$ cat src/rtl/slot_alloc_pkg.sv
// Shared defaults and width helpers for the slot allocator.
package slot_alloc_pkg;

  localparam int DEFAULT_DEPTH   = 16;
  localparam int DEFAULT_ALLOC_W = 2;
  localparam int DEFAULT_FREE_W  = 2;

  function automatic int calc_idx_w(input int depth);
    return $clog2(depth);
  endfunction

  function automatic int calc_cnt_w(input int depth);
    return $clog2(depth + 1);
  endfunction

endpackage

$ cat src/rtl/slot_alloc_prio_enc.sv
// Lowest-set-bit encoder over (vec_i & ~mask_i); onehot_o lets the next stage mask the winner.
module masked_prio_enc
  import slot_alloc_pkg::*;
#(
  parameter int W     = DEFAULT_DEPTH,
  parameter int IDX_W = calc_idx_w(DEFAULT_DEPTH)
) (
  input  logic [W-1:0]     vec_i,
  input  logic [W-1:0]     mask_i,
  output logic [IDX_W-1:0] idx_o,
  output logic             vld_o,
  output logic [W-1:0]     onehot_o
);

  logic [W-1:0] eff;

  assign eff      = vec_i & ~mask_i;
  // Two's-complement trick isolates the lowest set bit.
  assign onehot_o = eff & (~eff + W'(1));
  assign vld_o    = |eff;

  always_comb begin
    idx_o = '0;
    for (int i = W - 1; i >= 0; i--) begin
      if (eff[i]) idx_o = IDX_W'(i);
    end
  end

endmodule

$ cat src/rtl/slot_alloc.sv
// Multi-port slot allocator: busy bitmap, cascaded lowest-free offers, multi-port release.
module slot_alloc
  import slot_alloc_pkg::*;
#(
  parameter int  DEPTH   = DEFAULT_DEPTH,
  parameter int  ALLOC_W = DEFAULT_ALLOC_W,
  parameter int  FREE_W  = DEFAULT_FREE_W,
  localparam int IDX_W   = calc_idx_w(DEPTH),
  localparam int CNT_W   = calc_cnt_w(DEPTH)
) (
  input  logic                     clk,
  input  logic                     rst,
  input  logic                     flush,
  input  logic [ALLOC_W-1:0]       alloc_req,
  output logic [ALLOC_W-1:0]       alloc_vld,
  output logic [ALLOC_W*IDX_W-1:0] alloc_idx,
  input  logic [FREE_W-1:0]        free_en,
  input  logic [FREE_W*IDX_W-1:0]  free_idx,
  output logic [CNT_W-1:0]         free_count,
  output logic                     none_free,
  output logic                     err_dbl_free
);

  logic [DEPTH-1:0] busy_q, busy_d;
  logic [CNT_W-1:0] free_count_q, free_count_d;
  logic             none_free_q, none_free_d;
  logic             err_dbl_free_q, err_dbl_free_d;

  logic [ALLOC_W-1:0][DEPTH-1:0] stage_onehot;
  logic [ALLOC_W-1:0][IDX_W-1:0] stage_idx;
  logic [ALLOC_W-1:0]            stage_vld;

  logic [DEPTH-1:0] alloc_set, free_clr;
  logic [IDX_W-1:0] fi;
  logic [CNT_W-1:0] busy_cnt;
  logic             dbl;

  // Offers come only from registered state, so a slot freed this cycle is not offered until next.
  for (genvar g = 0; g < ALLOC_W; g++) begin : g_stage
    logic [DEPTH-1:0] mask_in;
    logic [DEPTH-1:0] onehot;
    logic [IDX_W-1:0] idx;
    logic             vld;

    if (g == 0) begin : g_first
      assign mask_in = '0;
    end else begin : g_next
      assign mask_in = g_stage[g-1].mask_in | g_stage[g-1].onehot;
    end

    masked_prio_enc #(.W(DEPTH), .IDX_W(IDX_W)) u_enc (
      .vec_i   (~busy_q),
      .mask_i  (mask_in),
      .idx_o   (idx),
      .vld_o   (vld),
      .onehot_o(onehot)
    );

    assign stage_onehot[g]              = onehot;
    assign stage_idx[g]                 = idx;
    assign stage_vld[g]                 = vld;
    assign alloc_idx[g*IDX_W +: IDX_W]  = idx;
  end

  assign alloc_vld = stage_vld;

  always_comb begin
    alloc_set = '0;
    free_clr  = '0;
    fi        = '0;
    dbl       = 1'b0;
    busy_cnt  = '0;
    for (int i = 0; i < ALLOC_W; i++) begin
      if (alloc_req[i] && stage_vld[i]) alloc_set = alloc_set | stage_onehot[i];
    end
    // A free of an already-free slot, or a repeat index across ports, is a double free.
    for (int j = 0; j < FREE_W; j++) begin
      if (free_en[j]) begin
        fi = free_idx[j*IDX_W +: IDX_W];
        if (!busy_q[fi] || free_clr[fi]) dbl = 1'b1;
        free_clr[fi] = 1'b1;
      end
    end
    // Allocation is OR-ed last so it wins over a same-cycle free of the offered slot.
    busy_d         = (busy_q & ~free_clr) | alloc_set;
    err_dbl_free_d = dbl;
    if (flush) begin
      busy_d         = '0;
      err_dbl_free_d = 1'b0;
    end
    for (int k = 0; k < DEPTH; k++) begin
      busy_cnt = busy_cnt + CNT_W'(busy_d[k]);
    end
    free_count_d = CNT_W'(DEPTH) - busy_cnt;
    none_free_d  = (free_count_d == '0);
  end

  always_ff @(posedge clk) begin
    if (rst) begin
      busy_q         <= '0;
      free_count_q   <= CNT_W'(DEPTH);
      none_free_q    <= 1'b0;
      err_dbl_free_q <= 1'b0;
    end else begin
      busy_q         <= busy_d;
      free_count_q   <= free_count_d;
      none_free_q    <= none_free_d;
      err_dbl_free_q <= err_dbl_free_d;
    end
  end

  assign free_count   = free_count_q;
  assign none_free    = none_free_q;
  assign err_dbl_free = err_dbl_free_q;

endmodule

$ cat config.mk
export PLATFORM = sky130hd
export DESIGN_NAME = slot_alloc
export DESIGN_NICKNAME = d
export VERILOG_FILES = /design/src/rtl/slot_alloc_pkg.sv /design/src/rtl/slot_alloc_prio_enc.sv /design/src/rtl/slot_alloc.sv
export SDC_FILE = /design/constraint.sdc
export NUM_CORES = 1
export LEC_CHECK = 0
export BUFFER_PORTS_ARGS = -buffer_cell sky130_fd_sc_hd__buf_2
export CORE_ASPECT_RATIO = 0.6
export CORE_MARGIN = 5
export CORE_UTILIZATION = 45
export CTS_CLUSTER_DIAMETER = 30
export DETAILED_ROUTE_END_ITERATION = 7
export SYNTH_ARGS = -nofsm -noshare
export SYNTH_HDL_FRONTEND = slang
export SYNTH_SLANG_ARGS = --single-unit
$ cat constraint.sdc
create_clock -name clk -period 10 [get_ports clk]
set_input_delay 0.5 -clock clk [delete_from_list [all_inputs] [get_ports clk]]
set_output_delay 0.5 -clock clk [all_outputs]
set_load 0.05 [all_outputs]
---- Yosys cells after proc, flatten, opt, wreduce, memory -nomap -nowiden ----
Memories as Yosys holds them, arrays and structs flattened.
Cells that the tools add are included.
operators by class
  $add $sub $neg .......................... 18
  $lt $le $gt $ge ......................... 4
  muxes and demuxes ....................... 52
  bitwise gates (word level) .............. 12
  reductions and logical operators ........ 12
operators with widths
  operator                                              number
  2-to-1 mux 4 bit                                      32
  2-to-1 mux 16 bit                                     5
  NOT 16 bit                                            5
  AND 16 bit                                            4
  adder 5 x 1 -> 5 bit                                  11
  bitwise OR 16 bit                                     3
  adder 16 x 1 -> 16 bit (second input constant)        2
  OR reduction 16 bit                                   2
  binary-select mux 1 bit (select 4 bit)                3
  < comparator 4 x 5 -> 1 bit (second input constant)   2
  2-to-1 mux 1 bit                                      10
  demux 1 bit (select 4 bit)                            2
  >= comparator 4 x 1 -> 1 bit (second input constant)  2
  adder 4 x 1 -> 5 bit                                  1
  zero test 5 bit                                       1
  subtractor 5 bit (first input constant)               1
  adder 3 x 1 -> 4 bit                                  1
  logical AND 1 bit                                     4
  adder 2 x 1 -> 3 bit                                  1
  adder 1 x 1 -> 2 bit                                  1
  zero test 1 bit                                       2
  logical OR 1 bit                                      2
  OR reduction 2 bit                                    1
storage, ports and cells
  bits in registers ....................... 23
  bits in read-only memories .............. 16
  bits of input ports ..................... 15
  output and inout port bits .............. 17
  logic and storage cells ................. 103
  memories ................................ 1
memory list
  name              words  bits a word  rd ports  clocked after Yosys merged registers in  wr ports  line              text
  (name not given)  16     1            1         0                                        0         slot_alloc.sv:80  if (!busy_q[fi] || free_clr[fi]) dbl = 1'b1;

---- Longest topological paths before layout ----
  depth after elaboration ................. 30
  depth in mapped cells ................... 26
  depth with buffers taken out ............ 24

---- By module ----
A second synthesis with hierarchy kept.
second synthesis, totals
  cells, all modules ...................... 360
  area, all modules ....................... 2916.5 um^2
modules (own cells, without submodules)
  module           times used  cells each  area an instance (um^2)
  slot_alloc       1           224         2048.2
  masked_prio_enc  2           68          434.2

---- Worst setup path before layout ----
Ideal clock, no wire load.
  path kind ............................... register -> register
  from .................................... register busy_q[0]
  to ...................................... register none_free_q, in the netlist none_free
  library setup time ...................... 0.065 ns
  arrival time ............................ 5.877 ns
  slack ................................... 4.058 ns
  stages on the path, launching flop included .. 26
  path buffers ............................ 2
  clock period less this slack ............ 5.942 ns
  cell sequence ........................... dfxtp_1 > buf_2 > and4_1 > buf_2 > and2_1 > nor2b_1 > nand2_1 > o31ai_1 > o21ai_1 > or2_1 > fa_1 > inv_1 > ha_1 > inv_1 > fa_1 > inv_1 > fa_1 > inv_1 > fa_1 > inv_1 > fa_1 > inv_1 > ha_1 > fa_1 > or4_1 > nor2_1
between the ends
  cells in the longest elaborated chain, start to end .. 30
  elaborated cells on any way between the ends .. 36
ends and longest elaborated chain
  what                                 line                       text
  start: declaration                   slot_alloc.sv:24           logic [DEPTH-1:0] busy_q, busy_d;
  start signal: assignment             slot_alloc.sv:105          busy_q <= busy_d;
  NOT 16 bit                           slot_alloc.sv:52           .vec_i (~busy_q),
  NOT 16 bit                           slot_alloc_prio_enc.sv:19  assign onehot_o = eff & (~eff + W'(1));
  adder 16 x 1 -> 16 bit               slot_alloc_prio_enc.sv:19
  AND 16 bit                           slot_alloc_prio_enc.sv:19
  NOT 16 bit                           slot_alloc_prio_enc.sv:17  assign eff = vec_i & ~mask_i;
  AND 16 bit                           slot_alloc_prio_enc.sv:17
  NOT 16 bit                           slot_alloc_prio_enc.sv:19
  adder 16 x 1 -> 16 bit               slot_alloc_prio_enc.sv:19
  [6 not listed]                       -
  adder 2 x 1 -> 3 bit                 slot_alloc.sv:92           busy_cnt = busy_cnt + CNT_W'(busy_d[k]);
  adder 3 x 1 -> 4 bit                 slot_alloc.sv:92
  adder 4 x 1 -> 5 bit                 slot_alloc.sv:92
  adder 5 x 1 -> 5 bit (10 in series)  slot_alloc.sv:92
  adder 5 x 1 -> 5 bit *               slot_alloc.sv:92
  subtractor 5 bit *                   slot_alloc.sv:94           free_count_d = CNT_W'(DEPTH) - busy_cnt;
  via free_count_d[3]                  slot_alloc.sv:25           logic [CNT_W-1:0] free_count_q, free_count_d;
  zero test 5 bit *                    slot_alloc.sv:95           none_free_d = (free_count_d == '0);
  end signal: assignment               slot_alloc.sv:107          none_free_q <= none_free_d;
  end: declaration                     slot_alloc.sv:26           logic none_free_q, none_free_d;
Mark *: on every way through the listed nets, which the timed path passes. The rest lies on a longest branch.
A chain may end at the register's enable or synchronous reset.

---- Worst setup path after layout ----
  from .................................... register busy_q[2]
  to ...................................... register none_free_q, in the netlist none_free
between the ends
  cells in the longest elaborated chain, start to end .. 29
  elaborated cells on any way between the ends .. 36
ends and longest elaborated chain
  what                                 line
  NOT 16 bit                           slot_alloc.sv:52
  NOT 16 bit                           slot_alloc_prio_enc.sv:19
  adder 16 x 1 -> 16 bit               slot_alloc_prio_enc.sv:19
  AND 16 bit                           slot_alloc_prio_enc.sv:19
  NOT 16 bit                           slot_alloc_prio_enc.sv:17
  AND 16 bit                           slot_alloc_prio_enc.sv:17
  NOT 16 bit                           slot_alloc_prio_enc.sv:19
  adder 16 x 1 -> 16 bit               slot_alloc_prio_enc.sv:19
  [5 not listed]                       -
  adder 2 x 1 -> 3 bit                 slot_alloc.sv:92
  adder 3 x 1 -> 4 bit                 slot_alloc.sv:92
  adder 4 x 1 -> 5 bit                 slot_alloc.sv:92
  adder 5 x 1 -> 5 bit (10 in series)  slot_alloc.sv:92
  adder 5 x 1 -> 5 bit *               slot_alloc.sv:92
  subtractor 5 bit *                   slot_alloc.sv:94
  via free_count_d[3]                  slot_alloc.sv:25
  zero test 5 bit *                    slot_alloc.sv:95
Marked as above.

==> flow_summary.yaml <==
run_status:
  status: "finished clean"
worst_setup_path:
  criticalPathCategory: "flip-flop to flip-flop"
  required_ps: 10220
  critPathMaxStageDelay_ps: 770
  crit_path_max_fanout: 20
  critical_path_arrival_ps: 6980
  cp_slowest_cell: "dfxtp_1"
  cp_num_buf_inv: 4
  cpLargestDelayFamily: "adder cells"
  start_kind: "flip-flop"
  crit_top_cell: "fa_1"
  path_cells: "nand4_4 > nor4_1 > o22ai_1 > and4bb_4 > a21oi_2 > a221o_1 > nand3b_1 > fa_1 > ha_1 > fa_1 > inv_1 > fa_1 > inv_1 > fa_1 > inv_1 > fa_1 > inv_1 > ha_1 > fa_1 > or4_1 > nor2_1"
  endpoint_kind: "flip-flop"
synth:
  syn-cell-area_um2: 2910
  synth_async_sr_flop_share_pct: 0
  synth.distinct_cells: 71
  syn-num-nets: 419
  ys_ff_latch: 23
  ys.flop_type: "dfxtp_1"
  synth-edff-count: 0
  ys_seq_area_share_pct: 15.8
  synthCells: 382
  avgSynthCellArea_um2: 7.61
  yosysWarnings: 0
grt:
  grt_max_degree: 21
  grt_first_pass_wirelength_um: 14600
  grt_pass1_vias: 2611
  antenna_found_initial: 0
  grt-ovfl-total: 0
  grt_use_total_pct: 22.5
layout:
  most-common-layout-cells: "nand2_1 (34), nor2_1 (32), buf_2 (31)"
  syn_to_final_growth_pct: 5.00
  drive_gt1_share_pct: 15.7
  diodes: 0
  nNetsFinal: 421
  final_common_cell: "nand2_1"
power_and_ir_drop:
  seqPwrFrac_pct: 40.2
  powerDensity_nw_per_um2: 83.0
  peakVddDrop_mv: 0.105
  leakagePower_nw: 1.14
  p_clk_share_pct: 24.9
  p_int_uw: 155
  p_sw_share_pct: 38.8
  power_frac_comb_pct: 35.0
  switching_power_uw: 98.2
clock_tree:
  cts_buffer_depth: 2
  htree_levels: 1
  cts_buffers: 3
  clk_pin_slew_ps: 90
  cts_tree: "built"
  post_cts_buffers: 0
  hold_buffers: 0
  cts-root-buf: "clkbuf_8"
  cts_sinks: 23
  post_cts_resized: 0
  clk_latency_ps: 280
detailed_routing:
  first_pass_iters: 5
  routed_wl_um: 9170
  viasPerCell: 6.35
  drt_iter0_drc: 315
  drc: 0
  routed-via-count: 2964
  ant_nets: 0
  wl_per_cell_um: 19.6
floorplanning:
  fp-row-count: 22
  dieArea_um2: 8220
  placeableCoreArea_um2: 6190
  pin_count: 32
  initial_core_util_pct: 46.9
  die_w_um: 114
  die_h_um: 72.2
timing:
  whs_ps: 452
  rsz0062_at_grt: "false"
  drv_slew: 0
  fin_crit_sh_pct: 67.6
  max_freq_mhz: 148
  finalSetupViolCount: 0
  setup-tns-final_ps: 0
  timing.clock.skew_ps: 3.11
  period_needed_ps: 6760
  worst_slew_pin_slew_ps: 839
  relSlewSlack_pct: 44.0
  finalHoldViolations: 0
run:
  drv_cap: 0
placed_design:
  gp_congestion: 1.01
  dp_hpwl_um: 7300
  io_buffer_count: 31
hold_path:
  hold_path.class: "primary input to flip-flop"
[layout make-up]
class                           instances  area [um2]
Fill cell                             649        3140
Clock inverter                          1        5.00
Multi-Input combinational cell        297        2180
Inverter                               28         105
Clock buffer                            3        41.3
Sequential cell                        23         460
Timing Repair Buffer                   31         155
Tap cell                               84         105
[power by group through the flow]
stage | clock network, mW | logic (mW) | registers (mW)
after detailed placement | 0 | 0.0875 | 0.104
after floorplan | 0 | 0.0501 | 0.120
after global placement | 0 | 0.0885 | 0.104
after CTS | 0.0631 | 0.0882 | 0.101
final | 0.0629 | 0.0885 | 0.102
after global routing | 0.0674 | 0.0974 | 0.103
[cells in the mapped netlist (5+ instances only)]
| library cell | instances | area share (%) |
|---|---|---|
| nand2_1 | 34 | 4.4 |
| nor2_1 | 32 | 4.1 |
| inv_1 | 27 | 3.5 |
| dfxtp_1 | 23 | 16 |
| a21oi_1 | 19 | 3.3 |
| clkbuf_1 | 18 | 2.3 |
| o21ai_0 | 17 | 2.9 |
| o22ai_1 | 12 | 2.6 |
| fa_1 | 11 | 7.6 |
| ha_1 | 11 | 4.7 |
| a31oi_1 | 10 | 2.2 |
| buf_2 | 9 | 1.6 |
| nor2b_1 | 9 | 1.9 |
| nand2b_1 | 8 | 1.7 |
| nand3_1 | 8 | 1.4 |
| a211oi_1 | 6 | 1.6 |
| and2_1 | 6 | 1.3 |
| mux4_2 | 6 | 4.7 |
| nand3b_1 | 6 | 1.6 |
| nand4_1 | 6 | 1.3 |
| nor3_1 | 6 | 1.0 |
| or2_2 | 6 | 1.3 |
| a221o_1 | 5 | 1.7 |
| and3_1 | 5 | 1.1 |
| mux2i_1 | 5 | 1.7 |
[worst reg2reg max path, stage by stage, from the launching register on]
cell and delay (ps):
dfxtp_1 770, nand4_4 310, nor4_1 590, o22ai_1 200
and4bb_4 440, a21oi_2 110, a221o_1 320, nand3b_1 130
fa_1 430, ha_1 220, fa_1 500, inv_1 50
fa_1 520, inv_1 50, fa_1 410, inv_1 70
fa_1 410, inv_1 70, ha_1 150, fa_1 410
or4_1 400, nor2_1 90
[state kept, by name, indices dropped and copies added, names as in the netlist]
name and count:
busy_q 16, free_count 5, err_dbl_free 1, none_free 1
[cell families (layout without fill, tap and decap cells)]
| kind of cell | after synthesis | count (layout) | share of synthesized area (%) |
|---|---|---|---|
| flip-flops | 23 | 23 | 15.8 |
| adder cells (fa/ha/maj) | 23 | 23 | 12.7 |
| AND/OR/NAND/NOR | 149 | 149 | 28.5 |
| XOR/XNOR | 4 | 4 | 1.21 |
| multiplexers | 12 | 12 | 6.89 |
| buffers and inverters | 62 | 63 | 9.17 |
| AO/OA/AOI/OAI | 109 | 109 | 25.7 |
[metal layers]
metal | global-route usage (%) | up-vias | wire, um
li1 | - | 1392 | -
met2 | 28.5 | 154 | 3500
met5 | 0 | - | 0
met4 | 1.87 | 0 | 44
met3 | 9.17 | 6 | 1150
met1 | 35.7 | 1412 | 4470
[final timing paths]
check	startpoint	end	slack, ps	cells past startpoint
worst max-delay path	busy_q[2]	none_free	3240	21
worst min-delay path	rst	free_count[0]	450	2
worst max register to register	busy_q[2]	none_free	3240	21
worst min register to register	busy_q[11]	busy_q[11]	760	2
[stage by stage]
stage | util (%) | instances | area [um2] | power, mW | setup slack [ps]
floorplan | - | 382 | 2910 | 0.170 | 4060
global placement | 48.5 | 463 | 3000 | 0.192 | 3400
detailed placement | 48.5 | 463 | 3000 | 0.191 | 3330
CTS | 49.3 | 467 | 3050 | 0.253 | 3290
global route | 49.3 | 467 | 3050 | 0.267 | 2900
finish | 49.3 | 467 | 3050 | 0.253 | 3240
(Power assumes the default switching activity.)
